`src/rtl/ctrl8085_pkg.sv`:
```
// ctrl8085_pkg: shared states, opcode constants and datapath select codes for the 8085-subset sequencer
package ctrl8085_pkg;
    typedef enum logic [2:0] {
        S_RST,
        S_FETCH,
        S_DECODE,
        S_OPND,
        S_EXEC,
        S_HALT
    } state_t;

    localparam logic [2:0] ALU_ADD = 3'd0;
    localparam logic [2:0] ALU_ADC = 3'd1;
    localparam logic [2:0] ALU_SUB = 3'd2;
    localparam logic [2:0] ALU_SBB = 3'd3;
    localparam logic [2:0] ALU_ANA = 3'd4;
    localparam logic [2:0] ALU_XRA = 3'd5;
    localparam logic [2:0] ALU_ORA = 3'd6;
    localparam logic [2:0] ALU_CMP = 3'd7;

    localparam logic [1:0] SEL_RF  = 2'd0;
    localparam logic [1:0] SEL_IMM = 2'd1;
    localparam logic [1:0] SEL_ACC = 2'd2;
    localparam logic [1:0] SEL_ALU = 2'd3;

    localparam logic [7:0] OP_NOP   = 8'h00;
    localparam logic [7:0] OP_HLT   = 8'h76;
    localparam logic [7:0] OP_JMP   = 8'hC3;
    localparam logic [7:0] OP_JZ    = 8'hCA;
    localparam logic [7:0] OP_JC    = 8'hDA;
    localparam logic [7:0] MVI_MASK = 8'hC7;
    localparam logic [7:0] MVI_BITS = 8'h06;
    localparam logic [1:0] CLS_MOV  = 2'b01;
    localparam logic [1:0] CLS_ALU  = 2'b10;

    localparam logic [2:0] REG_B = 3'd0;
    localparam logic [2:0] REG_C = 3'd1;
    localparam logic [2:0] REG_D = 3'd2;
    localparam logic [2:0] REG_E = 3'd3;
    localparam logic [2:0] REG_H = 3'd4;
    localparam logic [2:0] REG_L = 3'd5;
    localparam logic [2:0] REG_M = 3'd6;
    localparam logic [2:0] REG_A = 3'd7;
endpackage

```
`src/rtl/opcode_decode_8085.sv`:
```
// opcode_decode_8085: classifies an instruction byte into the supported 8085-subset groups
module opcode_decode_8085
    import ctrl8085_pkg::*;
(
    input  logic [7:0] ir,
    output logic       is_alu,
    output logic       is_mov,
    output logic       is_mvi,
    output logic       is_jmp,
    output logic       is_jz,
    output logic       is_jc,
    output logic       is_nop,
    output logic       is_hlt,
    output logic       two_byte,
    output logic       illegal,
    output logic [2:0] src,
    output logic [2:0] dst
);
    assign src      = ir[2:0];
    assign dst      = ir[5:3];
    assign is_nop   = ir == OP_NOP;
    assign is_hlt   = ir == OP_HLT;
    assign is_jmp   = ir == OP_JMP;
    assign is_jz    = ir == OP_JZ;
    assign is_jc    = ir == OP_JC;
    // memory operand M is not supported anywhere, so any 110 field disqualifies the opcode
    assign is_mvi   = (ir & MVI_MASK) == MVI_BITS && dst != REG_M;
    assign is_mov   = ir[7:6] == CLS_MOV && dst != REG_M && src != REG_M;
    assign is_alu   = ir[7:6] == CLS_ALU && src != REG_M;
    assign two_byte = is_mvi | is_jmp | is_jz | is_jc;
    assign illegal  = !(is_nop | is_hlt | two_byte | is_mov | is_alu);
endmodule

```
`src/rtl/ctrl_unit_8085_multi.sv`:
```
// ctrl_unit_8085_multi: multi-cycle fetch/decode/operand/execute sequencer for the 8085-subset datapath
module ctrl_unit_8085_multi
    import ctrl8085_pkg::*;
#(
    parameter int ADDR_W = 8,
    parameter int DATA_W = 8
) (
    input  logic              clk,
    input  logic              reset,
    input  logic [DATA_W-1:0] mem_data,
    input  logic              z,
    input  logic              cy,
    output logic              mem_rd,
    output logic              pc_inc,
    output logic              pc_load,
    output logic [ADDR_W-1:0] pc_target,
    output logic [2:0]        rf_raddr,
    output logic              rf_we,
    output logic [2:0]        rf_waddr,
    output logic              acc_we,
    output logic              flag_we,
    output logic [2:0]        alu_op,
    output logic [1:0]        opnd_sel,
    output logic [DATA_W-1:0] imm_out,
    output logic              halt,
    output logic              illegal
);
    state_t            state, state_nx;
    logic [DATA_W-1:0] ir, imm;
    logic              d_alu, d_mov, d_mvi, d_jmp, d_jz, d_jc, d_nop, d_hlt, d_two, d_ill;
    logic [2:0]        src, dst;

    opcode_decode_8085 u_dec (
        .ir       (ir[7:0]),
        .is_alu   (d_alu),
        .is_mov   (d_mov),
        .is_mvi   (d_mvi),
        .is_jmp   (d_jmp),
        .is_jz    (d_jz),
        .is_jc    (d_jc),
        .is_nop   (d_nop),
        .is_hlt   (d_hlt),
        .two_byte (d_two),
        .illegal  (d_ill),
        .src      (src),
        .dst      (dst)
    );

    assign pc_target = imm[ADDR_W-1:0];
    assign imm_out   = imm;

    // state register; ir and imm capture program memory only in their fetch steps
    always_ff @(posedge clk or posedge reset) begin
        if (reset) begin
            state <= S_RST;
            ir    <= '0;
            imm   <= '0;
        end else begin
            state <= state_nx;
            if (state == S_FETCH) ir <= mem_data;
            if (state == S_OPND) imm <= mem_data;
        end
    end

    // next-state and per-step control enables, all derived from registered ir/imm
    always_comb begin
        state_nx = state;
        mem_rd   = 1'b0;
        pc_inc   = 1'b0;
        pc_load  = 1'b0;
        rf_raddr = REG_B;
        rf_we    = 1'b0;
        rf_waddr = REG_B;
        acc_we   = 1'b0;
        flag_we  = 1'b0;
        alu_op   = ALU_ADD;
        opnd_sel = SEL_RF;
        halt     = 1'b0;
        illegal  = 1'b0;
        case (state)
            S_RST: state_nx = S_FETCH;
            S_FETCH: begin
                mem_rd   = 1'b1;
                pc_inc   = 1'b1;
                state_nx = S_DECODE;
            end
            S_DECODE: begin
                illegal  = d_ill;
                state_nx = d_hlt ? S_HALT : (d_nop | d_ill) ? S_FETCH : d_two ? S_OPND : S_EXEC;
            end
            S_OPND: begin
                mem_rd   = 1'b1;
                pc_inc   = 1'b1;
                state_nx = S_EXEC;
            end
            S_EXEC: begin
                state_nx = S_FETCH;
                if (d_alu | d_mov) begin
                    if (src == REG_A) opnd_sel = SEL_ACC;
                    else rf_raddr = src;
                end
                if (d_mvi) opnd_sel = SEL_IMM;
                if (d_alu) begin
                    alu_op  = dst;
                    flag_we = 1'b1;
                    acc_we  = dst != ALU_CMP;
                end
                if (d_mov | d_mvi) begin
                    if (dst == REG_A) acc_we = 1'b1;
                    else begin
                        rf_we    = 1'b1;
                        rf_waddr = dst;
                    end
                end
                pc_load = d_jmp | (d_jz & z) | (d_jc & cy);
            end
            S_HALT: halt = 1'b1;
            default: state_nx = S_RST;
        endcase
    end
endmodule

```
`config.mk`:
```
export PLATFORM = sky130hd
export DESIGN_NAME = ctrl_unit_8085_multi
export DESIGN_NICKNAME = d
export VERILOG_FILES = /design/src/rtl/ctrl8085_pkg.sv /design/src/rtl/opcode_decode_8085.sv /design/src/rtl/ctrl_unit_8085_multi.sv
export SDC_FILE = /design/constraint.sdc
export NUM_CORES = 1
export LEC_CHECK = 0
export ABC_CLOCK_PERIOD_IN_PS = 1900
export BUFFER_PORTS_ARGS = -buffer_cell sky130_fd_sc_hd__buf_2
export CAP_MARGIN = 10
export CORE_AREA = 2 2 53 55
export DETAILED_ROUTE_END_ITERATION = 10
export DIE_AREA = 0 0 55 57
export MAX_ROUTING_LAYER = met4
export PLACE_DENSITY = 0.79
export SLEW_MARGIN = 25
export SYNTH_ARGS = -nofsm -noshare
export SYNTH_HDL_FRONTEND = slang
export SYNTH_SLANG_ARGS = --single-unit
export TNS_END_PERCENT = 1
```
`constraint.sdc`:
```
create_clock -name clk -period 1.9 [get_ports clk]
set_clock_uncertainty 0.15 [all_clocks]
set_input_delay 0.285 -clock clk [delete_from_list [all_inputs] [get_ports clk]]
set_output_delay 0.285 -clock clk [all_outputs]
set_load 0.05 [all_outputs]
```
==> summary.txt, run 1 <==
Run status
  – Status: complete, but fails checks
  – Failing checks: setup timing

Floorplan
  – Die X: 55 um
  – Initial Util: 45.3%
  – Die Ht: 57 um
  – # rows: 19
  – Core box area: 0.00262 mm2
  – Die area: 0.00314 mm2
  – I/O Pins: 47

Placement
  – Detail Placement HPWL: 2350 um
  – IO Port Bufs: 46
  – Routability cong.: 0.901

Route
  – DR iter-0 viols: 18
  – DR WL/cell: 14.9 um
  – Antenna Nets Post-Route: 0
  – Post-Route WL: 3180 um
  – Drt first pass iters: 4
  – DR vias/cell: 5.26
  – # DRC: 0
  – Total number of vias: 1121

Synth
  – Yosys cell types: 34
  – Warnings from Yosys: 0
  – Net Count, Synth: 128
  – Synthesized flop and latch total: 19
  – Syn Std Cell Area: 0.00118 mm2
  – Post-synthesis sequential area ratio: 40.2%
  – Mean Syn Cell Area: 10.2 um2
  – Gate Count Post-Synth: 116

Timing
  – RSZ-0062 raised after global routing: true
  – Setup violators final: 16
  – Fin Hold WS: 0.0587 ns
  – Final slew viol count: 0
  – Tcrit/Tclk final: 125%
  – Final hold vios: 0
  – Max-slew headroom: 49.8%
  – Post-route setup TNS: -5.14 ns
  – Fmax: 0.422 GHz
  – Post-layout min period: 2.37 ns
  – Slew at the pin closest to its max-slew limit: 0.752 ns
  – Final worst slack: -0.469 ns

Setup path
  – CP Cell Sequence: and3b_2 -> xnor2_1 -> or3_4 -> nor3b_4 -> buf_6
  – Req. time, crit path: 1.46 ns
  – Startpoint Class: flop
  – Max FO, Critical Path: 5
  – CP arrival: 1.93 ns
  – CP max stage cell: dfrtp_1
  – Critical path's largest stage delay: 0.44 ns
  – CP Class: flop to primary output
  – Critical path endpoint category: primary output

Finish
  – # diodes: 0
  – Area grow syn2layout: 54.3%
  – Most frequent cells in the layout: buf_4 (30), buf_2 (29), mux2_2 (15), dfrtp_1 (15), buf_6 (13)
  – Share of post-route cells with drive strength above 1: 66.5%
  – Nets@finish: 195
  – Fill count: 216
  – Most common cell after layout, fill and taps aside: buf_4
  – Final Util: 69.9%

Clocking
  – Later-pin clock latency in the skew report: 0.31 ns
  – Root Driver: clkbuf_4
  – Clock Tree Buf Depth: 2
  – Clock Sinks: 19
  – TritonCTS Buffers: 3
  – CTS H-tree depth: 1
  – Clock slew at reported path FFs: 0.11 ns
  – CTS tree: built

Global route
  – Largest net degree at the start of global routing: 20
  – Global Route Usage Sum: 23.7%
  – First-pass GRT wire length: 5220 um
  – Grt total ovfl: 0
  – Initial antenna violation count: 0
  – Vias in the first global route: 1125

Job
  – Max-cap violation count: 0

Min path
  – Hold Path Class: input port to flop
-- critical path: cells and delay by family (launching register included) --
kind | cells | cell delay, ns
XOR/XNOR | 1 | 0.12
buffers and inverters | 1 | 0.18
flip-flops | 1 | 0.44
AND/OR/NAND/NOR | 3 | 0.88
-- sequential cells by signal, summed over array words and instances (netlist names) --
name,count
ir,8
state,3
imm_out,8
-- layout make-up --
type	count	area [um2]	area share [%]
Clock buffer	4	26.3	1.44
Inverter	4	15.0	0.822
Multi-Input combinational cell	79	702	38.4
Sequential cell	19	480	26.3
Tap cell	31	38.8	2.12
Timing Repair Buffer	76	564	30.9
-- routing by layer --
| metal | track usage (%) | share of wire, % | up-vias |
|---|---|---|---|
| met2 | 38.8 | 53 | 38 |
| li1 | - | - | 536 |
| met1 | 29.9 | 41 | 539 |
| met5 | - | 0 | - |
| met4 | 8.36 | 1.8 | 0 |
| met3 | 2.62 | 4.0 | 8 |
-- logic make-up (layout without fill, tap and decap cells) --
| family | Yosys count | after routing | synth area share [%] |
|---|---|---|---|
| AOI/OAI and AO/OA | 13 | 13 | 7.72 |
| xor gates and xnor gates | 1 | 1 | 0.740 |
| buffers and inverters | 18 | 84 | 10.0 |
| DFF | 19 | 19 | 40.2 |
| muxes | 18 | 18 | 16.8 |
| and+or+nand+nor | 47 | 47 | 24.5 |
-- path summary, 6_finish.rpt --
check                         endpoint  slack [ns]  cells after the start        start
min in group asynchronous   imm_out[0]        0.48                      3        reset
min                         imm_out[5]        0.06                      2  mem_data[5]
max in group asynchronous        ir[6]        0.60                      3        reset
max reg2reg                      ir[5]        0.24                      5     state[2]
max                        rf_waddr[2]       -0.47                      5        ir[1]
min reg2reg                 imm_out[5]        0.38                      1   imm_out[5]
-- per-stage QoR --
stage / instances / cell area [um2] / setup slack [ns]
3_3_place_gp: 208 / 1630 / -0.145
3_5_place_dp: 208 / 1630 / -0.197
5_1_grt: 213 / 1830 / -0.535
4_1_cts: 213 / 1810 / -0.469
6_report: 213 / 1830 / -0.469
2_1_floorplan: 116 / 1250 / -0.245
-- synthesized netlist by cell type --
cell	count	area, um2
nor3b_1	1	7.51
and3b_1	2	17.5
o21bai_1	1	7.51
buf_6	1	11.3
or3_4	1	11.3
buf_4	11	82.6
or2b_1	1	7.51
inv_1	4	15.0
nand3_1	3	15.0
or4b_4	1	13.8
o21ai_0	2	10.0
nor2_1	7	26.3
o311ai_0	1	8.76
nand3b_1	3	22.5
a21o_2	1	8.76
and2_1	1	6.26
nand2b_1	3	18.8
a21oi_1	5	25.0
nor3b_2	2	25.0
nand2_1	7	26.3
and3_1	2	12.5
xnor2_1	1	8.76
o32a_1	1	10.0
mux2i_1	3	30.0
nor3_1	5	25.0
dfrtp_1	19	475
nor2b_1	5	31.3
buf_2	2	10.0
or4_1	1	7.51
a211oi_2	1	12.5
and3b_2	1	10.0
mux2_2	15	169
o21ai_2	1	8.76
nor4_1	1	6.26
-- repair_timing --
| item | 4_1_cts | 5_1_grt |
|---|---|---|
| gates resized for setup | 41 | 9 |
| cloned | 0 | 0 |
| hold buffers | 1 | 0 |
| buffers inserted | 0 | 0 |
| pin swaps | 4 | 0 |
| endpoints found under the hold margin | 19 | 0 |
| setup endpoints to repair | 16 | 17 |
Power of run 1 is not shown: default switching activity piles up to over one toggle a cycle in this logic, so the estimate is an artifact.
==> inputs of run 2 (changes only) <==
- ABC_CLOCK_PERIOD_IN_PS: 1900 -> 2100
- CORE_AREA: 2 2 53 55 -> 2 2 56 58
- DIE_AREA: 0 0 55 57 -> 0 0 58 60
- PLACE_DENSITY: 0.79 -> 0.75
- RECOVER_POWER: unset -> 25
- clock period: 1.9 -> 2.1 ns (I/O delays scaled with it)
==> run 2 against run 1 <==
Compared with the run above:
- the flow still finishes with violations (setup timing)
- global-route usage decreased by 4.6 points
- die area increased by 11%
- sequential cell count unchanged
- register-to-register slack improved by 0.16 ns
- routed wire length decreased by 6.9%
- count of clock-buffer cells in the layout unchanged
- cell area decreased by 7.7%
- first-iteration DRC count decreased by 67%
- hold slack improved by 0.020 ns
- cell count decreased by 3.3%
- critical endpoint is now illegal
- sequential share of layout area increased by 2.0 points
==> summary.txt, run 2 (synthesis gave the netlist of run 1 again) <==
Global route
  – First-pass GRT wire length: 4930 um
  – Initial antenna violation count: 0
  – Grt total ovfl: 0
  – Vias in the first global route: 1091
  – Largest net degree at the start of global routing: 20
  – Global Route Usage Sum: 19.1%

Timing
  – Slew at the pin closest to its max-slew limit: 0.713 ns
  – Setup violators final: 13
  – Final hold vios: 0
  – Final slew viol count: 0
  – Fmax: 0.427 GHz
  – Post-layout min period: 2.34 ns
  – Max-slew headroom: 52.4%
  – Fin Hold WS: 0.0786 ns
  – Tcrit/Tclk final: 112%
  – Final worst slack: -0.244 ns
  – RSZ-0062 raised after global routing: true

Floorplan
  – Die X: 58 um
  – Initial Util: 40.8%
  – Die area: 0.00348 mm2
  – I/O Pins: 47
  – # rows: 20
  – Die Ht: 60 um
  – Core box area: 0.00290 mm2

Finish
  – Most frequent cells in the layout: buf_2 (26), buf_4 (25), dfrtp_1 (18)
  – # diodes: 0
  – FF+latch area: 477 um2
  – Area grow syn2layout: 42.4%
  – Area of the multi-input gates: 659 um2
  – Share of post-route cells with drive strength above 1: 59.0%
  – Final Util: 58.1%
  – Most common cell after layout, fill and taps aside: buf_2
  – Nets@finish: 186
  – Final Cell Area: 0.00169 mm2
  – Fill count: 246

Placement
  – IO Port Bufs: 46
  – Setup WS pre-CTS: -0.0343 ns
  – Routability cong.: 0.860
  – Detail Placement HPWL: 2170 um
  – Placed cell areas: 0.00148 mm2

Route
  – Total number of vias: 1060
  – Post-Route WL: 2960 um
  – # DRC: 0
  – DR WL/cell: 14.4 um
  – Antenna Nets Post-Route: 0
  – DR vias/cell: 5.15
  – DR iter-0 viols: 6
  – Drt first pass iters: 4

Clocking
  – Clock slew at reported path FFs: 0.11 ns
  – CTS H-tree depth: 1
  – Clock Sinks: 19
  – TritonCTS Buffers: 3
  – Root Driver: clkbuf_4
  – Later-pin clock latency in the skew report: 0.30 ns
  – CTS tree: built
  – Clock Tree Buf Depth: 2

Setup path
  – CP Class: flop to primary output
  – Critical path endpoint category: primary output
  – CP arrival: 1.88 ns
  – Req. time, crit path: 1.63 ns
  – Max FO, Critical Path: 3
  – Startpoint Class: flop

Run status
  – Failing checks: setup timing
  – Status: complete, but fails checks

Min path
  – Hold Path Class: input port to flop

Job
  – Max-cap violation count: 0
-- run 2: final cells by class --
| type | count | share of cell area [%] |
|---|---|---|
| sequential | 19 | 28.3 |
| inverter | 4 | 0.891 |
| multi-input combinational | 79 | 39.1 |
| clock buffer | 4 | 1.56 |
| timing repair buffer | 67 | 27.7 |
| tap | 33 | 2.45 |
-- run 2: per-layer routing --
metal	vias to the layer above	share of wire, %	track usage (%)
met5	-	0	-
met4	0	3.5	8.64
met3	10	5.4	1.95
met2	39	51	33.8
met1	497	40	21.8
li1	514	-	-
-- run 2: repair_timing --
action / 4_1_cts / 5_1_grt
hold buffers: 1 / 0
buffers inserted: 5 / 0
hold endpoints to repair: 19 / 0
endpoints found under the setup margin: 16 / 16
gates resized for setup: 33 / 8
pin swaps: 5 / 4
-- run 2: critical path: stages (launching register included) --
cell and delay (ns):
dfrtp_1 0.41, and3b_1 0.21, or4_4 0.43, o32a_1 0.19
and3b_1 0.19, buf_6 0.15
-- run 2: metrics by stage --
| stage | std cells | setup TNS (ns) |
|---|---|---|
| after global placement | 196 | 0 |
| final | 206 | -2.00 |
| after global routing | 206 | -3.16 |
| after floorplan | 116 | -2.27 |
| after detailed placement | 196 | -0.0343 |
| after CTS | 206 | -1.81 |
-- run 2: final timing paths --
check | cells past startpoint | to | slack, ns | start
max reg2reg | 5 | state[1] | 0.40 | ir[5]
min reg2reg | 1 | state[0] | 0.37 | state[1]
min in group asynchronous | 3 | imm_out[5] | 0.51 | reset
max | 5 | illegal | -0.24 | ir[5]
max in group asynchronous | 3 | ir[6] | 0.79 | reset
min | 3 | ir[3] | 0.08 | mem_data[3]
Power of run 2 is left out for the same reason.
